`src/rtl/ps2_scancode_rx.sv`:
```
// PS/2 keyboard receiver: synchronizes and glitch-filters the device clock, deframes
// 11-bit frames, resolves the 0xF0/0xE0 prefixes and emits per-key events.
// Optional build macro PS2_TYPEMATIC_FILTER_EN suppresses auto-repeated make events.
module ps2_scancode_rx #(
    parameter int unsigned FILTER_LEN     = 8,
    parameter int unsigned TIMEOUT_CYCLES = 100000
) (
    input  logic       clk,
    input  logic       rst,
    input  logic       ps2_clk,
    input  logic       ps2_data,
    output logic [7:0] code,
    output logic       key_valid,
    output logic [7:0] key_code,
    output logic       key_break,
    output logic       key_ext,
    output logic       frame_err
);

    localparam int unsigned FltW = $clog2(FILTER_LEN + 1);
    localparam int unsigned TmoW = $clog2(TIMEOUT_CYCLES + 1);

    typedef enum logic [1:0] {StIdle, StData, StParity, StStop} state_e;

    logic            clk_s1_q, clk_s2_q;
    logic            dat_s1_q, dat_s2_q;
    logic            filt_q;
    logic [FltW-1:0] flt_cnt_q;
    logic            fe_q;

    state_e          state_q;
    logic [2:0]      bit_cnt_q;
    logic [7:0]      shift_q;
    logic            par_q;
    logic [TmoW-1:0] tmo_q;
    logic            brk_pending_q;
    logic            ext_pending_q;

    logic            frame_ok;
    logic            tmo_hit;
    logic            suppress;

    // Stop bit must be 1 and data+parity must carry an odd number of ones.
    assign frame_ok = dat_s2_q && (^{shift_q, par_q});
    assign tmo_hit  = (state_q != StIdle) && !fe_q && (tmo_q == TmoW'(TIMEOUT_CYCLES - 1));

`ifdef PS2_TYPEMATIC_FILTER_EN
    logic       last_vld_q;
    logic [7:0] last_code_q;
    logic       last_ext_q;
    logic       repeat_hit;

    assign repeat_hit = last_vld_q && (last_code_q == shift_q) && (last_ext_q == ext_pending_q);
    assign suppress   = !brk_pending_q && repeat_hit;

    // Remember the held key; a matching break releases it so the next make is reported.
    always_ff @(posedge clk) begin
        if (rst) begin
            last_vld_q  <= 1'b0;
            last_code_q <= 8'h00;
            last_ext_q  <= 1'b0;
        end else if (fe_q && state_q == StStop && frame_ok &&
                     shift_q != 8'hF0 && shift_q != 8'hE0) begin
            if (brk_pending_q) begin
                if (repeat_hit) last_vld_q <= 1'b0;
            end else begin
                last_vld_q  <= 1'b1;
                last_code_q <= shift_q;
                last_ext_q  <= ext_pending_q;
            end
        end
    end
`else
    assign suppress = 1'b0;
`endif

    // Two-flop synchronizers, then a level filter that needs FILTER_LEN agreeing samples.
    always_ff @(posedge clk) begin
        if (rst) begin
            clk_s1_q  <= 1'b1;
            clk_s2_q  <= 1'b1;
            dat_s1_q  <= 1'b1;
            dat_s2_q  <= 1'b1;
            filt_q    <= 1'b1;
            flt_cnt_q <= '0;
            fe_q      <= 1'b0;
        end else begin
            clk_s1_q <= ps2_clk;
            clk_s2_q <= clk_s1_q;
            dat_s1_q <= ps2_data;
            dat_s2_q <= dat_s1_q;
            fe_q     <= 1'b0;
            if (clk_s2_q == filt_q) begin
                flt_cnt_q <= '0;
            end else if (flt_cnt_q == FltW'(FILTER_LEN - 1)) begin
                filt_q    <= clk_s2_q;
                flt_cnt_q <= '0;
                fe_q      <= ~clk_s2_q;
            end else begin
                flt_cnt_q <= flt_cnt_q + 1'b1;
            end
        end
    end

    // Frame FSM with timeout, prefix tracking and registered event outputs.
    always_ff @(posedge clk) begin
        if (rst) begin
            state_q       <= StIdle;
            bit_cnt_q     <= 3'd0;
            shift_q       <= 8'h00;
            par_q         <= 1'b0;
            tmo_q         <= '0;
            brk_pending_q <= 1'b0;
            ext_pending_q <= 1'b0;
            code          <= 8'h00;
            key_valid     <= 1'b0;
            key_code      <= 8'h00;
            key_break     <= 1'b0;
            key_ext       <= 1'b0;
            frame_err     <= 1'b0;
        end else begin
            key_valid <= 1'b0;
            frame_err <= 1'b0;
            if (state_q == StIdle || fe_q) tmo_q <= '0;
            else                           tmo_q <= tmo_q + 1'b1;

            if (tmo_hit) begin
                frame_err     <= 1'b1;
                state_q       <= StIdle;
                brk_pending_q <= 1'b0;
                ext_pending_q <= 1'b0;
            end else if (fe_q) begin
                unique case (state_q)
                    StIdle: begin
                        if (!dat_s2_q) begin
                            state_q   <= StData;
                            bit_cnt_q <= 3'd0;
                        end
                    end
                    StData: begin
                        shift_q   <= {dat_s2_q, shift_q[7:1]};
                        bit_cnt_q <= bit_cnt_q + 3'd1;
                        if (bit_cnt_q == 3'd7) state_q <= StParity;
                    end
                    StParity: begin
                        par_q   <= dat_s2_q;
                        state_q <= StStop;
                    end
                    StStop: begin
                        state_q <= StIdle;
                        if (!frame_ok) begin
                            frame_err     <= 1'b1;
                            brk_pending_q <= 1'b0;
                            ext_pending_q <= 1'b0;
                        end else if (shift_q == 8'hF0) begin
                            brk_pending_q <= 1'b1;
                        end else if (shift_q == 8'hE0) begin
                            ext_pending_q <= 1'b1;
                        end else begin
                            brk_pending_q <= 1'b0;
                            ext_pending_q <= 1'b0;
                            if (!suppress) begin
                                key_valid <= 1'b1;
                                key_code  <= shift_q;
                                key_break <= brk_pending_q;
                                key_ext   <= ext_pending_q;
                                if (!brk_pending_q) code <= shift_q;
                            end
                        end
                    end
                endcase
            end
        end
    end

endmodule

```
`config.mk`:
```
export PLATFORM = sky130hd
export DESIGN_NAME = ps2_scancode_rx
export DESIGN_NICKNAME = d
export VERILOG_FILES = /design/src/rtl/ps2_scancode_rx.sv
export SDC_FILE = /design/constraint.sdc
export NUM_CORES = 1
export LEC_CHECK = 0
export ABC_CLOCK_PERIOD_IN_PS = 2000
export BUFFER_PORTS_ARGS = -buffer_cell sky130_fd_sc_hd__buf_2
export CORE_UTILIZATION = 30
export DETAILED_ROUTE_END_ITERATION = 10
export SETUP_SLACK_MARGIN = 0.5
export SLEW_MARGIN = 20
export SYNTH_ARGS = -nofsm -noshare
export SYNTH_HDL_FRONTEND = slang
export SYNTH_SLANG_ARGS = --single-unit
```
`constraint.sdc`:
```
create_clock -name clk -period 2 [get_ports clk]
set_input_delay 0.1 -clock clk [delete_from_list [all_inputs] [get_ports clk]]
set_output_delay 0.1 -clock clk [all_outputs]
set_load 0.02 [all_outputs]
```
==> results.sh <==
export IMPL_status="complete, no violations"
export IMPL_worstSkewPairLatency_ns=0.35
export IMPL_fin_nets=343
export IMPL_r2r_cells=4
export IMPL_crit_family="XOR/XNOR gates"
export IMPL_cts_sinks=63
export IMPL_leakagePower_nw=1.34
export IMPL_crit_required_ns=2.25
export IMPL_synth_top_area_frac=0.453
export IMPL_p_int_mw=1.94
export IMPL_fp_coreArea_um2=8850
export IMPL_reg2reg_from="shift_q[7]$_SDFFE_PP0P_"
export IMPL_cp_start_kind="register"
export IMPL_final_util=0.396
export IMPL_placed_area_um2=3060
export IMPL_r2r_end="frame_err$_SDFF_PP0_"
export IMPL_dr_pass1_iters=6
export IMPL_synth_most_common_cell="dfxtp_1"
export IMPL_first_iter_violations=69
export IMPL_ys_ff_latch=63
export IMPL_crit_path_end_kind="register"
export IMPL_num_rows=34
export IMPL_skew_ns=0.00944
export IMPL_ys_top_cells_by_count="dfxtp_1, nand2_1, nor2_1"
export IMPL_worst_path_buf_inv=0
export IMPL_p_comb_frac=0.014
export IMPL_cts_tree="yes"
export IMPL_yosys_area_top_type="dfxtp_1"
export IMPL_io_buffer_count=23
export IMPL_setup_violations=0
export IMPL_path_max_fanout=6
export IMPL_die_w_um=98.3
export IMPL_cellPowerDensity_nw_per_um2=695
export IMPL_drive_above_1_share=0.318
export IMPL_final_max_slew_viol_count=0
export IMPL_ys_top_cells_by_area="dfxtp_1, mux2i_1, nand2_1"
export IMPL_cts_buffer_depth=2
export IMPL_clk_pin_slew_worst_paths_ns=0.07
export IMPL_endpoint="frame_err$_SDFF_PP0_"
export IMPL_place_detailed_hpwl_mm=3.85
export IMPL_grt_start_max_net_pins=31
export IMPL_yosysUniqueCellTypes=47
export IMPL_gp_congestion=0.771
export IMPL_synth_avg_cell_area_um2=9.34
export IMPL_final_cell_area_um2=3510
export IMPL_diodes=0
export IMPL_hold_path_class="in -> reg"
export IMPL_arrival_ns=1.99
export IMPL_h_tree_depth=3
export IMPL_synth_edff_count=0
export IMPL_track_usage=0.127
export IMPL_min_path_cells=2
export IMPL_vias_per_cell=4.84
export IMPL_grt_pass1_wl_mm=9.48
export IMPL_drt_total_wl_mm=5.86
export IMPL_met3_usage=0.0401
export IMPL_use_met1=0.146
export IMPL_p_sw_frac=0.206
export IMPL_rsz0062_at_grt="true"
export IMPL_clkPwrFrac=0.472
export IMPL_clockRootBuffer="clkbuf_8"
export IMPL_dieArea_um2=9660
export IMPL_r2r_slack_ns=0.25
export IMPL_grt_overflow_total=0
export IMPL_ant_nets=0
export IMPL_peakVddDrop_uv=348
export IMPL_post_route_period_util=0.874
export IMPL_power_mw=2.44
export IMPL_grt_busiest_layer="met2"
export IMPL_synth_main_ff_cell="dfxtp_1"
export IMPL_hold_violations=0
export IMPL_pin_count=24
export IMPL_syn_to_final_growth_pct=26.0
export IMPL_power_frac_seq=0.514
export IMPL_slowest_delay_ns=0.49
export IMPL_vias=2151
export IMPL_cts_made_buffers=9
export IMPL_drc=0
export IMPL_syn_nets=310
export IMPL_fin_tns_setup_ns=0
export IMPL_startpoint="shift_q[7]$_SDFFE_PP0P_"
export IMPL_cp_depth=4
export IMPL_slew_headroom=0.745
export IMPL_switchingPower_uw=503
export IMPL_ys_async_sr_fraction=0
export IMPL_max_cap_violations=0
export IMPL_grt_util_met2=0.208
export IMPL_max_freq_ghz=0.572
export IMPL_start_util=0.314
export IMPL_syn_area_um2=2780
export IMPL_die_h_um=98.3
export IMPL_synthCells=298
export IMPL_hold_ws_ns=0.152
export IMPL_critPathSlowestCell="xnor3_2"
export IMPL_grt_pass1_vias=1990
export IMPL_antenna_found_initial=0
export IMPL_fin_crit_ns=1.75
export IMPL_path_class="reg -> reg"
export IMPL_crit_path_cell_trace="xnor2_1 > xnor3_2 > mux2_4 > a31o_2"
export IMPL_ys_warn_count=0
export IMPL_seq_area_frac_synth=0.453
export IMPL_worst_pin_slew_ns=0.383
export IMPL_avgRoutedWirePerCell_um=13.2
[stage by stage]
stage,instances,setup WS [ns]
6_report,444,0.253
3_5_place_dp,419,0.245
4_1_cts,442,0.263
2_1_floorplan,298,0.303
5_1_grt,444,0.222
3_3_place_gp,419,0.275
[timing repair]
item / CTS / global route
gates cloned: 0 / 0
endpoints found under the hold margin: 2 / 0
pin swaps: 8 / 5
buffers inserted: 5 / 2
setup endpoints to repair: 44 / 37
hold buffers: 2 / 0
gates resized for setup: 29 / 23
[state kept, by name (all words and copies together) (netlist names), 2 cells and up]
| name | cells |
|---|---|
| state_q | 2 |
| shift_q | 8 |
| flt_cnt_q | 4 |
| code | 8 |
| tmo_q | 17 |
| key_code | 8 |
| bit_cnt_q | 3 |
[cell usage in the layout, fill, tap and decap left out, drive strengths merged, types with 3 or more instances in the layout]
cell     n
dfxtp   63
nand2   51
buf     36
nor2    22
mux2i   22
nand3   16
a21oi   14
xor2    13
clkbuf  13
ha       8
o21ai    8
inv      6
nand4    5
xnor2    5
and3     5
or2      4
nor4b    4
mux2     3
or3      3
[layout make-up]
cell class,instances,area (µm²)
Fill cell,906,5340
Inverter,6,22.5
Timing Repair Buffer,38,233
Sequential cell,63,1300
Clock buffer,13,169
Multi-Input combinational cell,213,1610
Clock inverter,3,40.0
Tap cell,108,135
[metal layers]
layer  vias up  share of wire
met5         -              0
met4         0          0.024
met3        10          0.039
met2        32           0.49
met1      1020           0.45
li1       1089              -
[power groups by stage]
stage / Sequential (mW) / Clock (mW) / Combinational, mW
2_1_floorplan: 1.29 / 0 / 0.0205
3_3_place_gp: 1.29 / 0 / 0.0290
3_5_place_dp: 1.29 / 0 / 0.0292
4_1_cts: 1.25 / 1.19 / 0.0332
5_1_grt: 1.25 / 1.23 / 0.0374
6_report: 1.25 / 1.15 / 0.0339
[worst min path at each step]
stage	start	slack, ns	endpoint
after floorplan	ps2_clk	0.20	clk_s1_q$_SDFF_PP1_
after global placement	ps2_data	0.29	dat_s1_q$_SDFF_PP1_
after detailed placement	ps2_data	0.29	dat_s1_q$_SDFF_PP1_
after CTS	rst	0.14	bit_cnt_q[2]$_SDFFE_PP0P_
after global routing	rst	0.18	bit_cnt_q[1]$_SDFFE_PP0P_
final	rst	0.15	bit_cnt_q[1]$_SDFFE_PP0P_
[cells by family after synthesis]
family	share of synthesized area
buffers and inverters	0.0337
DFF	0.453
xor gates and xnor gates	0.0818
AOI/OAI and AO/OA	0.0773
adders and majority gates	0.0360
and+or+nand+nor	0.219
muxes	0.0985
Note: power is estimated with default switching activity, not from simulation.
